$ cat src/rtl/fifo_rd_pkg.sv
// -----------------------------------------------------------------------------
// fifo_rd_pkg
// Shared types and helpers for the FIFO read-side stream controller.
//   rd_state_t   : controller state (IDLE, RUN, DRAIN)
//   WORD_CNT_W   : width of the delivered-word counter
//   count_width  : bits needed to hold an occupancy of 0..depth
// -----------------------------------------------------------------------------
package fifo_rd_pkg;

    typedef enum logic [1:0] {
        IDLE  = 2'd0,
        RUN   = 2'd1,
        DRAIN = 2'd2
    } rd_state_t;

    localparam int WORD_CNT_W = 16;

    // An occupancy counter must represent every value from 0 up to and
    // including a completely full buffer, hence depth+1 distinct values.
    function automatic int count_width(input int depth);
        return $clog2(depth + 1);
    endfunction

endpackage

$ cat src/rtl/stream_buf.sv
// -----------------------------------------------------------------------------
// stream_buf
// Small circular elastic buffer. Handles simultaneous push and pop with the
// count unchanged and order preserved; pointers wrap at BUF_DEPTH, so the
// depth need not be a power of two.
//   clk, rst   : clock, asynchronous active-high reset
//   push       : write push_data at the tail
//   push_data  : word to store
//   pop        : remove the head entry
//   count      : current occupancy (0..BUF_DEPTH)
//   head_data  : oldest stored word, zero while empty
// -----------------------------------------------------------------------------
module stream_buf
    import fifo_rd_pkg::*;
#(
    parameter  int DATA_WIDTH = 8,
    parameter  int BUF_DEPTH  = 2,
    localparam int CW         = count_width(BUF_DEPTH)
) (
    input  logic                  clk,
    input  logic                  rst,
    input  logic                  push,
    input  logic [DATA_WIDTH-1:0] push_data,
    input  logic                  pop,
    output logic [CW-1:0]         count,
    output logic [DATA_WIDTH-1:0] head_data
);

    localparam int            PW   = (BUF_DEPTH > 1) ? $clog2(BUF_DEPTH) : 1;
    localparam logic [PW-1:0] LAST = PW'(BUF_DEPTH - 1);

    logic [DATA_WIDTH-1:0] mem [BUF_DEPTH];
    logic [PW-1:0]         wr_ptr;
    logic [PW-1:0]         rd_ptr;
    logic                  empty;
    logic                  full;
    logic                  do_push;
    logic                  do_pop;

    function automatic logic [PW-1:0] next_ptr(input logic [PW-1:0] p);
        return (p == LAST) ? '0 : p + PW'(1);
    endfunction

    assign empty   = (count == '0);
    assign full    = (count == CW'(BUF_DEPTH));
    assign do_pop  = pop && !empty;
    // A full buffer that is popping this same cycle frees the slot the
    // write lands in, so the push is still safe.
    assign do_push = push && (!full || do_pop);

    // Head is forced to zero when empty so the stream data is clean
    // out of reset and between bursts.
    assign head_data = empty ? '0 : mem[rd_ptr];

    // Storage array: plain registers, no reset needed since the head is
    // masked whenever the buffer holds nothing.
    always_ff @(posedge clk) begin
        if (do_push) begin
            mem[wr_ptr] <= push_data;
        end
    end

    // Read/write pointers and occupancy; push-with-pop leaves count alone.
    always_ff @(posedge clk or posedge rst) begin
        if (rst) begin
            wr_ptr <= '0;
            rd_ptr <= '0;
            count  <= '0;
        end else begin
            if (do_push) begin
                wr_ptr <= next_ptr(wr_ptr);
            end
            if (do_pop) begin
                rd_ptr <= next_ptr(rd_ptr);
            end
            unique case ({do_push, do_pop})
                2'b10:   count <= count + CW'(1);
                2'b01:   count <= count - CW'(1);
                default: count <= count;
            endcase
        end
    end

endmodule

$ cat src/rtl/fifo_stream_reader.sv
// -----------------------------------------------------------------------------
// fifo_stream_reader
// Read-side controller for the synchronous FIFO. Issues read enables against
// the empty flag, tracks reads in flight across the FIFO's fixed read latency,
// captures returning words into an elastic buffer and presents them as a
// valid/ready stream.
//   i_Clk, i_Reset   : clock, asynchronous active-high reset
//   i_Enable         : allow new reads; low starts a drain
//   o_Rd_En          : FIFO read enable
//   i_Empty          : FIFO empty flag
//   i_Rd_Data        : FIFO read data
//   i_Data_Valid     : FIFO read data valid
//   o_Data, o_Valid  : stream data / valid (head of the buffer)
//   i_Ready          : stream ready from the consumer
//   o_Idle           : nothing in flight, buffer empty, not running (registered)
//   o_Word_Count     : words delivered downstream, wraps at 2^16
//   o_Proto_Err      : sticky, data valid seen with no read outstanding
// -----------------------------------------------------------------------------
module fifo_stream_reader
    import fifo_rd_pkg::*;
#(
    parameter int DATA_WIDTH = 8,
    parameter int RD_LATENCY = 1,
    parameter int BUF_DEPTH  = 2
) (
    input  logic                  i_Clk,
    input  logic                  i_Reset,
    input  logic                  i_Enable,
    output logic                  o_Rd_En,
    input  logic                  i_Empty,
    input  logic [DATA_WIDTH-1:0] i_Rd_Data,
    input  logic                  i_Data_Valid,
    output logic [DATA_WIDTH-1:0] o_Data,
    output logic                  o_Valid,
    input  logic                  i_Ready,
    output logic                  o_Idle,
    output logic [WORD_CNT_W-1:0] o_Word_Count,
    output logic                  o_Proto_Err
);

    localparam int CW = count_width(BUF_DEPTH);
    localparam int SW = CW + 1;

    rd_state_t             state;
    rd_state_t             state_next;
    logic [RD_LATENCY-1:0] inflight_sr;
    logic [SW-1:0]         inflight;
    logic [SW-1:0]         occupancy;
    logic [CW-1:0]         count;
    logic                  push;
    logic                  pop;

    // Elastic buffer holding captured words until the consumer takes them.
    stream_buf #(
        .DATA_WIDTH (DATA_WIDTH),
        .BUF_DEPTH  (BUF_DEPTH)
    ) u_buf (
        .clk       (i_Clk),
        .rst       (i_Reset),
        .push      (push),
        .push_data (i_Rd_Data),
        .pop       (pop),
        .count     (count),
        .head_data (o_Data)
    );

    assign o_Valid   = (count != '0);
    assign pop       = o_Valid && i_Ready;
    assign push      = i_Data_Valid && (inflight != '0);
    assign occupancy = SW'(count) + inflight;

    // Number of reads issued whose data has not yet come back.
    always_comb begin
        inflight = '0;
        for (int i = 0; i < RD_LATENCY; i++) begin
            inflight = inflight + SW'(inflight_sr[i]);
        end
    end

    // Read issue with credit check: every issued read reserves a buffer slot
    // until its word is popped, so a returning word always has a home. A slot
    // being popped this cycle is already free by the time any new read can
    // return, which is what lets BUF_DEPTH=RD_LATENCY+1 sustain one word per
    // cycle.
    always_comb begin
        o_Rd_En = (state == RUN) && i_Enable && !i_Empty &&
                  (occupancy < (SW'(BUF_DEPTH) + SW'(pop)));
    end

    // Next-state logic: drain finishes only once every outstanding read has
    // returned and the consumer has emptied the buffer.
    always_comb begin
        state_next = state;
        unique case (state)
            IDLE:    if (i_Enable) state_next = RUN;
            RUN:     if (!i_Enable) state_next = DRAIN;
            DRAIN: begin
                if (i_Enable) begin
                    state_next = RUN;
                end else if ((inflight == '0) && (count == '0)) begin
                    state_next = IDLE;
                end
            end
            default: state_next = IDLE;
        endcase
    end

    // State register.
    always_ff @(posedge i_Clk or posedge i_Reset) begin
        if (i_Reset) begin
            state <= IDLE;
        end else begin
            state <= state_next;
        end
    end

    // In-flight shift register: a read enters at bit 0 and falls off the top
    // on the cycle its data returns, retiring its credit.
    always_ff @(posedge i_Clk or posedge i_Reset) begin
        if (i_Reset) begin
            inflight_sr <= '0;
        end else begin
            inflight_sr <= (inflight_sr << 1) | RD_LATENCY'(o_Rd_En);
        end
    end

    // Status: registered idle, delivered-word counter and the sticky
    // protocol error for data that nobody asked for.
    always_ff @(posedge i_Clk or posedge i_Reset) begin
        if (i_Reset) begin
            o_Idle       <= 1'b1;
            o_Word_Count <= '0;
            o_Proto_Err  <= 1'b0;
        end else begin
            o_Idle <= (state == IDLE) && (inflight == '0) && (count == '0);
            if (pop) begin
                o_Word_Count <= o_Word_Count + WORD_CNT_W'(1);
            end
            if (i_Data_Valid && (inflight == '0)) begin
                o_Proto_Err <= 1'b1;
            end
        end
    end

endmodule
$ cat config.mk
export PLATFORM = sky130hd
export DESIGN_NAME = fifo_stream_reader
export DESIGN_NICKNAME = d
export VERILOG_FILES = /design/src/rtl/fifo_rd_pkg.sv /design/src/rtl/stream_buf.sv /design/src/rtl/fifo_stream_reader.sv
export SDC_FILE = /design/constraint.sdc
export NUM_CORES = 1
export LEC_CHECK = 0
export CAP_MARGIN = 0
export CORE_ASPECT_RATIO = 1.1
export CORE_MARGIN = 5
export CORE_UTILIZATION = 54
export CTS_BUF_LIST = sky130_fd_sc_hd__clkbuf_8
export CTS_CLUSTER_DIAMETER = 100
export DETAILED_ROUTE_END_ITERATION = 8
export PLACE_DENSITY_LB_ADDON = 0.15
export SYNTH_ARGS = -nofsm -noshare
export SYNTH_HDL_FRONTEND = slang
export SYNTH_SLANG_ARGS = --single-unit
$ cat constraint.sdc
create_clock -name i_Clk -period 2.71 [get_ports i_Clk]
set_input_delay 0.813 -clock i_Clk [delete_from_list [all_inputs] [get_ports i_Clk]]
set_output_delay 0.813 -clock i_Clk [all_outputs]
set_load 0.02 [all_outputs]
==> results of run 1 <==
[critical path, stage by stage]
cell and delay [ns]:
clkdlybuf4s50_1 0.40, nor3_1 0.16, and3_1 0.19, buf_4 0.14
[layer usage]
layer / vias up / part of all wire / wire length (um)
met5: - / 0 / 0
met3: 4 / 0.069 / 220
met2: 36 / 0.52 / 1665
li1: 549 / - / -
met1: 537 / 0.40 / 1276
met4: 0 / 0.015 / 47
[worst paths after layout]
path | depth (start not counted) | startpoint | endpoint
setup / recovery | 4 | i_Empty | o_Rd_En
hold / removal | 1 | state[1]$_DFFE_PP0P_ | o_Idle$_DFF_PP1_
setup reg to reg | 5 | u_buf.count[1]$_DFFE_PP0P_ | u_buf.count[1]$_DFFE_PP0P_
hold reg to reg | 1 | state[1]$_DFFE_PP0P_ | o_Idle$_DFF_PP1_
max in group asynchronous | 3 | i_Reset | o_Word_Count[7]$_DFFE_PP0P_
min in group asynchronous | 2 | i_Reset | u_buf.wr_ptr$_DFFE_PP0P_
[state kept, by name, indices dropped and copies added (netlist names)]
register      cells
u_buf.wr_ptr      1
u_buf.rd_ptr      1
o_Word_Count     16
inflight_sr       1
state             2
u_buf.mem        16
o_Idle            1
o_Proto_Err       1
u_buf.count       2
[kinds of logic after synthesis]
group / synth area share
mux: 0.04628
fa+ha+maj: 0.02892
xor+xnor: 0.1012
flops: 0.6399
compound gates: 0.04628
simple gates: 0.1171
buf+inv: 0.02024
[final cells by class]
cell class / count / area (um^2)
flip-flops and latches: 41 / 1109
repair buffers: 47 / 455.4
clock buffers: 5 / 68.82
inverters: 6 / 22.52
fillers: 203 / 737.0
multi-input cells: 79 / 593.1
clock inverters: 3 / 46.29
well taps: 34 / 42.54
[what timing repair did]
action	in CTS	in global routing
resized for setup	5	3
buffers inserted	0	0
setup endpoints to repair	1	5
hold buffers	0	0
cloned	0	0
hold endpoints to repair	0	0
[cells in the final DEF (no fill, tap or decap), drive strengths merged, types with 3 or more instances in the layout]
| cell type | count |
|---|---|
| and3 | 4 |
| buf | 7 |
| clkbuf | 5 |
| clkdlybuf4s50 | 39 |
| dfrtp | 24 |
| edfxtp | 16 |
| ha | 4 |
| inv | 6 |
| mux2i | 8 |
| nand2 | 7 |
| nand3 | 4 |
| nand4 | 5 |
| nor2 | 13 |
| o21ai | 3 |
| xnor2 | 18 |
[report_power, final]
part           switching, mW  internal, mW  total [mW]
sequential             0.127         0.736       0.864
combinational          0.368         0.367       0.736
clock                  0.209         0.275       0.484
total                  0.704          1.38        2.08
==> results.txt, run 1 <==
The flow ran to the end, and the final reports show no timing, DRC or antenna violations. The final-report max-slew violation count came out at 0. The number of port buffers is 41. The longest clock path from root to sink contains 2 buffers. During synthesis, Yosys emitted a total of 0 warnings. The number of enable flip-flop cells after synthesis is 16.

Counting flops with an async set or reset pin after synthesis yields a share of 0.6098. STA classifies the critical path startpoint as an input pin. The number of maximum-capacitance constraint violations came out at 0. Sorting the synthesized cells by area gives the leading types as dfrtp_1 (35%), edfxtp_1 (28%), xnor2_1 (9.1%), mux2i_1 (4.6%), ha_1 (2.9%). The most used flip-flop cell after synthesis is dfrtp_1. The routing usage on met1 came out at 0.1791. The post-route antenna net violation count came out at 0. dfrtp_1 is the most common cell in the netlist.

Summed over all layers, the global routing overflow is 0. CTS placed an instance of clkbuf_8 at the clock tree root. The register-to-register setup slack is roughly 1 ns. At the end of routability-driven placement, the weighted congestion stood at 0.7609.

The detailed-routing iteration count for the pre-antenna-repair pass is 4. The data arrival at the endpoint of the critical path came out at 1.71 ns. The leakage dissipation is 0.9712 nW. The post-synthesis instance total is between 100 and 150. The required time reported for the critical path endpoint came out at 1.90 ns. The average size of a mapped cell came out at between 10 and 15 um^2. The setup skew after layout is between 0.007 and 0.008 ns. The sort of element at the end of the critical path is a primary output. The total half-perimeter wirelength after legalization and detailed placement came out at 2.335 mm. For this run, global-route usage on met2 was measured as 0.2659. Setup violations remaining at the end of the flow were counted as 0.

The post-layout instance count excluding filler cells came out at 215. The die area is around 4400 um^2. The max-slew headroom at the worst pin came out at 0.5549. In this run the worst hold path is classified as register to register. The relative area change from synthesis to final layout came out at 35.07%.

The number of different library cells used by synthesis comes to 29. In the synthesized netlist, the cells that appear most often are dfrtp_1 (24), xnor2_1 (18), edfxtp_1 (16), nor2_1 (12), mux2i_1 (8). The worst path needs between 2 and 3 ns of the cycle, external delays included. Of the cells placed in the final design, the portion with a size suffix greater than 1 is 0.1160. The summed area of non-filler cells in the final layout is roughly 2300 um^2.

Counting every sink on the clock net gives 41. The global-route layer with the greatest usage is met2. The average routed wire per standard cell came out at between 10 and 15 um.

Once layout is complete, the utilization of the core stands at 0.7603. The detailed-route via count is between 1,000 and 1,500. The detailed router finished its first iteration with 11 violations.

In this run, synthesis produced a sequential element count of just over 40. The number of placed instances, taps included, is 207. Setup total negative slack on the finished layout was measured at 0 ns.

The net count after synthesis came out at between 100 and 150. OpenSTA, run right after detailed placement, puts the worst setup slack at -0.4500 ns. The final layout contains routed wiring with a total length of between 3 and 4 mm.

The overall die height is around 70 um. The row count came out at 21. The initial antenna violation count is 0. The total core area came out at around 3100 um^2. The number of buffers added by the clock tree synthesis step is 5.

The initial core utilization came out at 0.5629. The tightest hold margin came out at approximately 0.44 ns. The fraction of met3 tracks used by global routing came out at 0.06807. The achievable frequency came out at between 300 and 400 MHz.

The post-detailed-route via-to-cell ratio is 5.237. In the finished design, the share of the clock period the worst path needs comes to 0.9295. The number of inserted diodes came out at 0.

The I/O pin count came out at 42. Setup repair after global routing left no endpoint under its margin. The setup path with the least slack is of type input pin to primary output. After clock tree synthesis, the clock-pin slew on the worst setup and hold paths is 0.07 ns. TritonCTS built the clock tree. The final worst setup slack is approximately 0.19 ns. The total power per unit cell area came out at between 800 and 900 nW/um^2.

The peak fanout along the critical path came out at 2. The area share of the largest cell type after synthesis came out at 0.3471. The x dimension of the die is around 64 um.

In this run the cell area measured after placement is approximately 2200 um^2. The number of hold-slack violations in the final timing report came out at 0. After the last flow step, the layout net total stands at roughly 200. The maximum number of pins on one net before global-route repair came out at 16. The synthesized netlist occupies a cell area of between 1500 and 2000 um^2. The number of global-route vias before repair is ~1,200. The worst-case IR drop observed on VDD is around 900 uV.

The sequential cell area fraction in the yosys report came out at 0.6399. The first global-routing pass estimated approximately 5.5 mm of wire. The total power consumption of the routed design came out at roughly 2.1 mW.

The post-route DRC violation count came out at 0. The largest area contributor in the netlist is dfrtp_1. The H-tree level count came out at 2. The total track usage came out at 0.1603. The clock network latency to the later pin of the worst-skew pair is about 0.29 ns. The transition time at the pin with the least slew margin is roughly 0.67 ns.
Power figures use the tool's default switching activity.
==> run 2: changes to the inputs <==
--- a/config.mk
+++ b/config.mk
@@ -7,11 +7,11 @@
 export LEC_CHECK = 0
 export CAP_MARGIN = 0
 export CORE_ASPECT_RATIO = 1.1
-export CORE_MARGIN = 5
-export CORE_UTILIZATION = 54
+export CORE_UTILIZATION = 69
 export CTS_BUF_LIST = sky130_fd_sc_hd__clkbuf_8
 export CTS_CLUSTER_DIAMETER = 100
 export DETAILED_ROUTE_END_ITERATION = 8
+export DONT_BUFFER_PORTS = 1
 export PLACE_DENSITY_LB_ADDON = 0.15
 export SYNTH_ARGS = -nofsm -noshare
 export SYNTH_HDL_FRONTEND = slang
==> run 2 against run 1 <==
Against the previous run: clock-buffer cell count unchanged; highest routed layer unchanged; largest power group unchanged; utilization grew 5.1 points; sequential share of layout area grew 12 points; clock skew grew 0.00099 ns.
==> results.txt, run 2 (same netlist as run 1, synthesis figures left out) <==
Status: finished, final reports clean (unchanged). The period utilization is 0.9369 (was 0.9295). The combinational share of power is 0.226 (was 0.353).

The row count is 18 (was 21). The CTS tree is yes (unchanged). The fraction of power spent switching nets came out at 0.3654 (was 0.3380).

The peak fanout along the critical path came out at 7 (was 2). The detailed-routing iteration count for the pre-antenna-repair pass is 4 (unchanged). The DRC marker count from the first detailed-route iteration is 14 (was 11). The number of nets in the finished design came out at 151 (was 198). The relative area change from synthesis to final layout is 7.665% (was 35.07%). The number of buffers added by the clock tree synthesis step came to 5 (unchanged). The total track usage came out at 0.2446 (was 0.1603). The proportion of power drawn by flip-flops and latches is 0.515 (was 0.415). The number of global-route vias before repair came out at 965 (was 1,201). The x dimension of the die came out at 49.75 um (was 63.98 um). The overall die height came to 54.52 um (was 69.37 um).

The post-CTS setup repair buffer count came out at 0 (unchanged). The leakage dissipation is 0.7829 nW (was 0.9712 nW). The sort of element at the end of the critical path is a primary output (unchanged).

The buffer type at the clock tree root was clkbuf_8 (unchanged). The most common cell after layout, fill and taps aside was dfrtp_1 (was clkdlybuf4s50_1). The total power per unit cell area came out at 981.7 nW/um^2 (was 891.4 nW/um^2). The detailed-route via count came out at 989 (was 1,126). The average routed wire per standard cell is 18.16 um (was 14.93 um). The number of hold-slack violations in the final timing report was 0 (unchanged). The post-route DRC violation count is 0 (unchanged). The max-slew headroom at the worst pin is 0.3845 (was 0.5549).

The total core area came to 2297 um^2 (was 3074 um^2). The number of gates resized after cts came out at 0 (was 5). The number of maximum-capacitance constraint violations is 0 (unchanged).

The clock network latency to the later pin of the worst-skew pair came out at 0.30 ns (was 0.29 ns). The switching power came out at 668.3 uW (was 704.3 uW). The total placed cells including tap cells was 156 (was 207). The count of hold buffers inserted by post-cts repair came out at 0 (unchanged).

The classification of the worst-slack hold path is register to register (unchanged). The destination of the worst register-to-register timing path is o_Word_Count[10]$_DFFE_PP0P_ (was u_buf.count[1]$_DFFE_PP0P_). The count of cells along the worst hold path is 1 (unchanged). The post-layout instance count excluding filler cells came out at 164 (was 215). The final setup violation count came to 0 (unchanged).

The initial antenna violation count came out at 0 (unchanged). The clock period minus worst slack is 2.539 ns (was 2.519 ns). The required time reported for the critical path endpoint came out at 1.90 ns (about the same). The origin of the worst min-delay path is state[0]$_DFFE_PP0P_ (was state[1]$_DFFE_PP0P_).

The final global-route overflow total came out at 0 (unchanged). The startpoint type of the worst setup path is a register (was input pin). The global placer's final weighted congestion was 0.8069 (was 0.7609).

The TritonCTS sink count is 41 (unchanged). Unrepaired setup endpoints after global routing: false (unchanged). The initial core utilization came to 0.7533 (was 0.5629). The summed area of non-filler cells in the final layout is 1863 um^2 (was 2337 um^2). The layout cell share with drive strength beyond 1 is 0.08955 (was 0.1160). The total half-perimeter wirelength after legalization and detailed placement was 2.087 mm (was 2.335 mm). The final-report max-slew violation count came to 0 (unchanged).

The clock network fraction of design power is 0.258 (was 0.232). Commonest non-fill, non-tap cells in the layout: dfrtp_1 (24), xnor2_1 (18), edfxtp_1 (16), nor2_1 (12), mux2i_1 (8) (was clkdlybuf4s50_1 (39), dfrtp_1 (23), xnor2_1 (18), edfxtp_1 (16), nor2_1 (12)). The depth of the worst register-to-register path came out at 5 (unchanged).

The data arrival at the endpoint of the critical path came to 1.73 ns (was 1.71 ns). Largest registers: o_Word_Count (16), u_buf.mem (16) (unchanged). The achievable frequency is 393.8 MHz (was 397.0 MHz). The die area is 2712 um^2 (was 4438 um^2). The I/O pin count came to 42 (unchanged).

The number of port buffers is 0 (was 41). The post-route antenna net violation count came out at 0 (unchanged). The number of inserted diodes was 0 (unchanged). The setup skew after layout came out at 0.008736 ns (was 0.007746 ns). The H-tree level count came to 2 (unchanged).

The setup total negative slack came out at 0 ns (unchanged). The critical setup path kind is register to primary output (was input pin to primary output). The startpoint of the worst-slack reg-to-reg timing path is o_Word_Count[0]$_DFFE_PP0P_ (was u_buf.count[1]$_DFFE_PP0P_). The wire length of the first global-routing pass came out at 4.547 mm (was 5.547 mm). The register-to-register setup slack came out at 0.93 ns (was 0.99 ns).

The maximum clock insertion buffer count came out at 2 (unchanged). The clock input transition at the sequential cells of the worst setup and hold paths came out at 0.07 ns (about the same). The cell area after placement came out at 1755 um^2 (was 2216 um^2). The design internal power is 1.161 mW (was 1.379 mW). The worst-case hold path end point is o_Idle$_DFF_PP1_ (unchanged). The post-detailed-route via-to-cell ratio is 6.030 (was 5.237).

The total wire length after detailed routing came out at 2.979 mm (was 3.210 mm). The transition time at the pin with the least slew margin is 0.9222 ns (was 0.6652 ns). The maximum VDD drop is 1142 uV (was 879.5 uV).

The maximum number of pins on one net before global-route repair came out at 26 (was 16).
## run 2: cell count changes in the layout (fill, tap and decap cells not counted)
cell and delta:
clkinv_4 -1, dlymetal6s2s_1 -1, buf_4 -7, clkinv_2 +1, inv_1 +1, nor2_2 +1, dfrtp_1 +1, clkinvlp_4 -1
clkdlybuf4s50_1 -39, dfrtp_2 -1, nor2_4 -1
## run 2: cell type report
class                   instances  area, um^2
flip-flops and latches         41        1107
multi-input cells              79       588.1
fillers                       138       434.2
clock buffers                   5       68.82
clock inverters                 3       38.79
well taps                      30       37.54
inverters                       6       22.52
## run 2: worst max-delay path by stage
stage / startpoint / cells after the start / endpoint / slack, ns
2_1_floorplan: i_Ready / 3 / o_Rd_En / 0.60
3_3_place_gp: i_Ready / 3 / o_Rd_En / 0.55
3_5_place_dp: i_Ready / 3 / o_Rd_En / 0.48
4_1_cts: u_buf.count[0]$_DFFE_PP0P_ / 4 / o_Rd_En / 0.15
5_1_grt: u_buf.count[0]$_DFFE_PP0P_ / 4 / o_Rd_En / 0.11
6_report: u_buf.count[0]$_DFFE_PP0P_ / 4 / o_Rd_En / 0.17
## run 2: critical path: stages (launching register included)
cell	delay, ns
dfrtp_1	0.51
ha_1	0.25
ha_1	0.26
o21ai_0	0.09
and3_1	0.34
## run 2: per-stage QoR
step | setup WS, ns | utilization | hold slack (ns) | total power, mW
final | 0.1709 | 0.8110 | 0.4542 | 1.829
after detailed placement | 0.4771 | 0.7642 | 0.4403 | 1.360
after CTS | 0.1532 | 0.8110 | 0.4599 | 1.837
after floorplan | 0.6008 | - | 0.4010 | 1.293
after global routing | 0.1084 | 0.8110 | 0.4876 | 1.907
after global placement | 0.5499 | 0.7642 | 0.4180 | 1.335
## run 2: power groups by stage
stage | Combinational, mW | Clock, mW | Sequential (mW)
floorplan | 0.417 | 0 | 0.876
global placement | 0.393 | 0 | 0.942
detailed placement | 0.406 | 0 | 0.953
CTS | 0.419 | 0.476 | 0.942
global route | 0.453 | 0.496 | 0.958
finish | 0.414 | 0.472 | 0.943
## run 2: routing by layer
metal	routed length, um	vias up	GRT usage
met5	0	-	0
met4	62	0	0.1571
met3	196	10	0.08333
met2	1483	44	0.3986
met1	1237	477	0.2827
li1	-	458	-
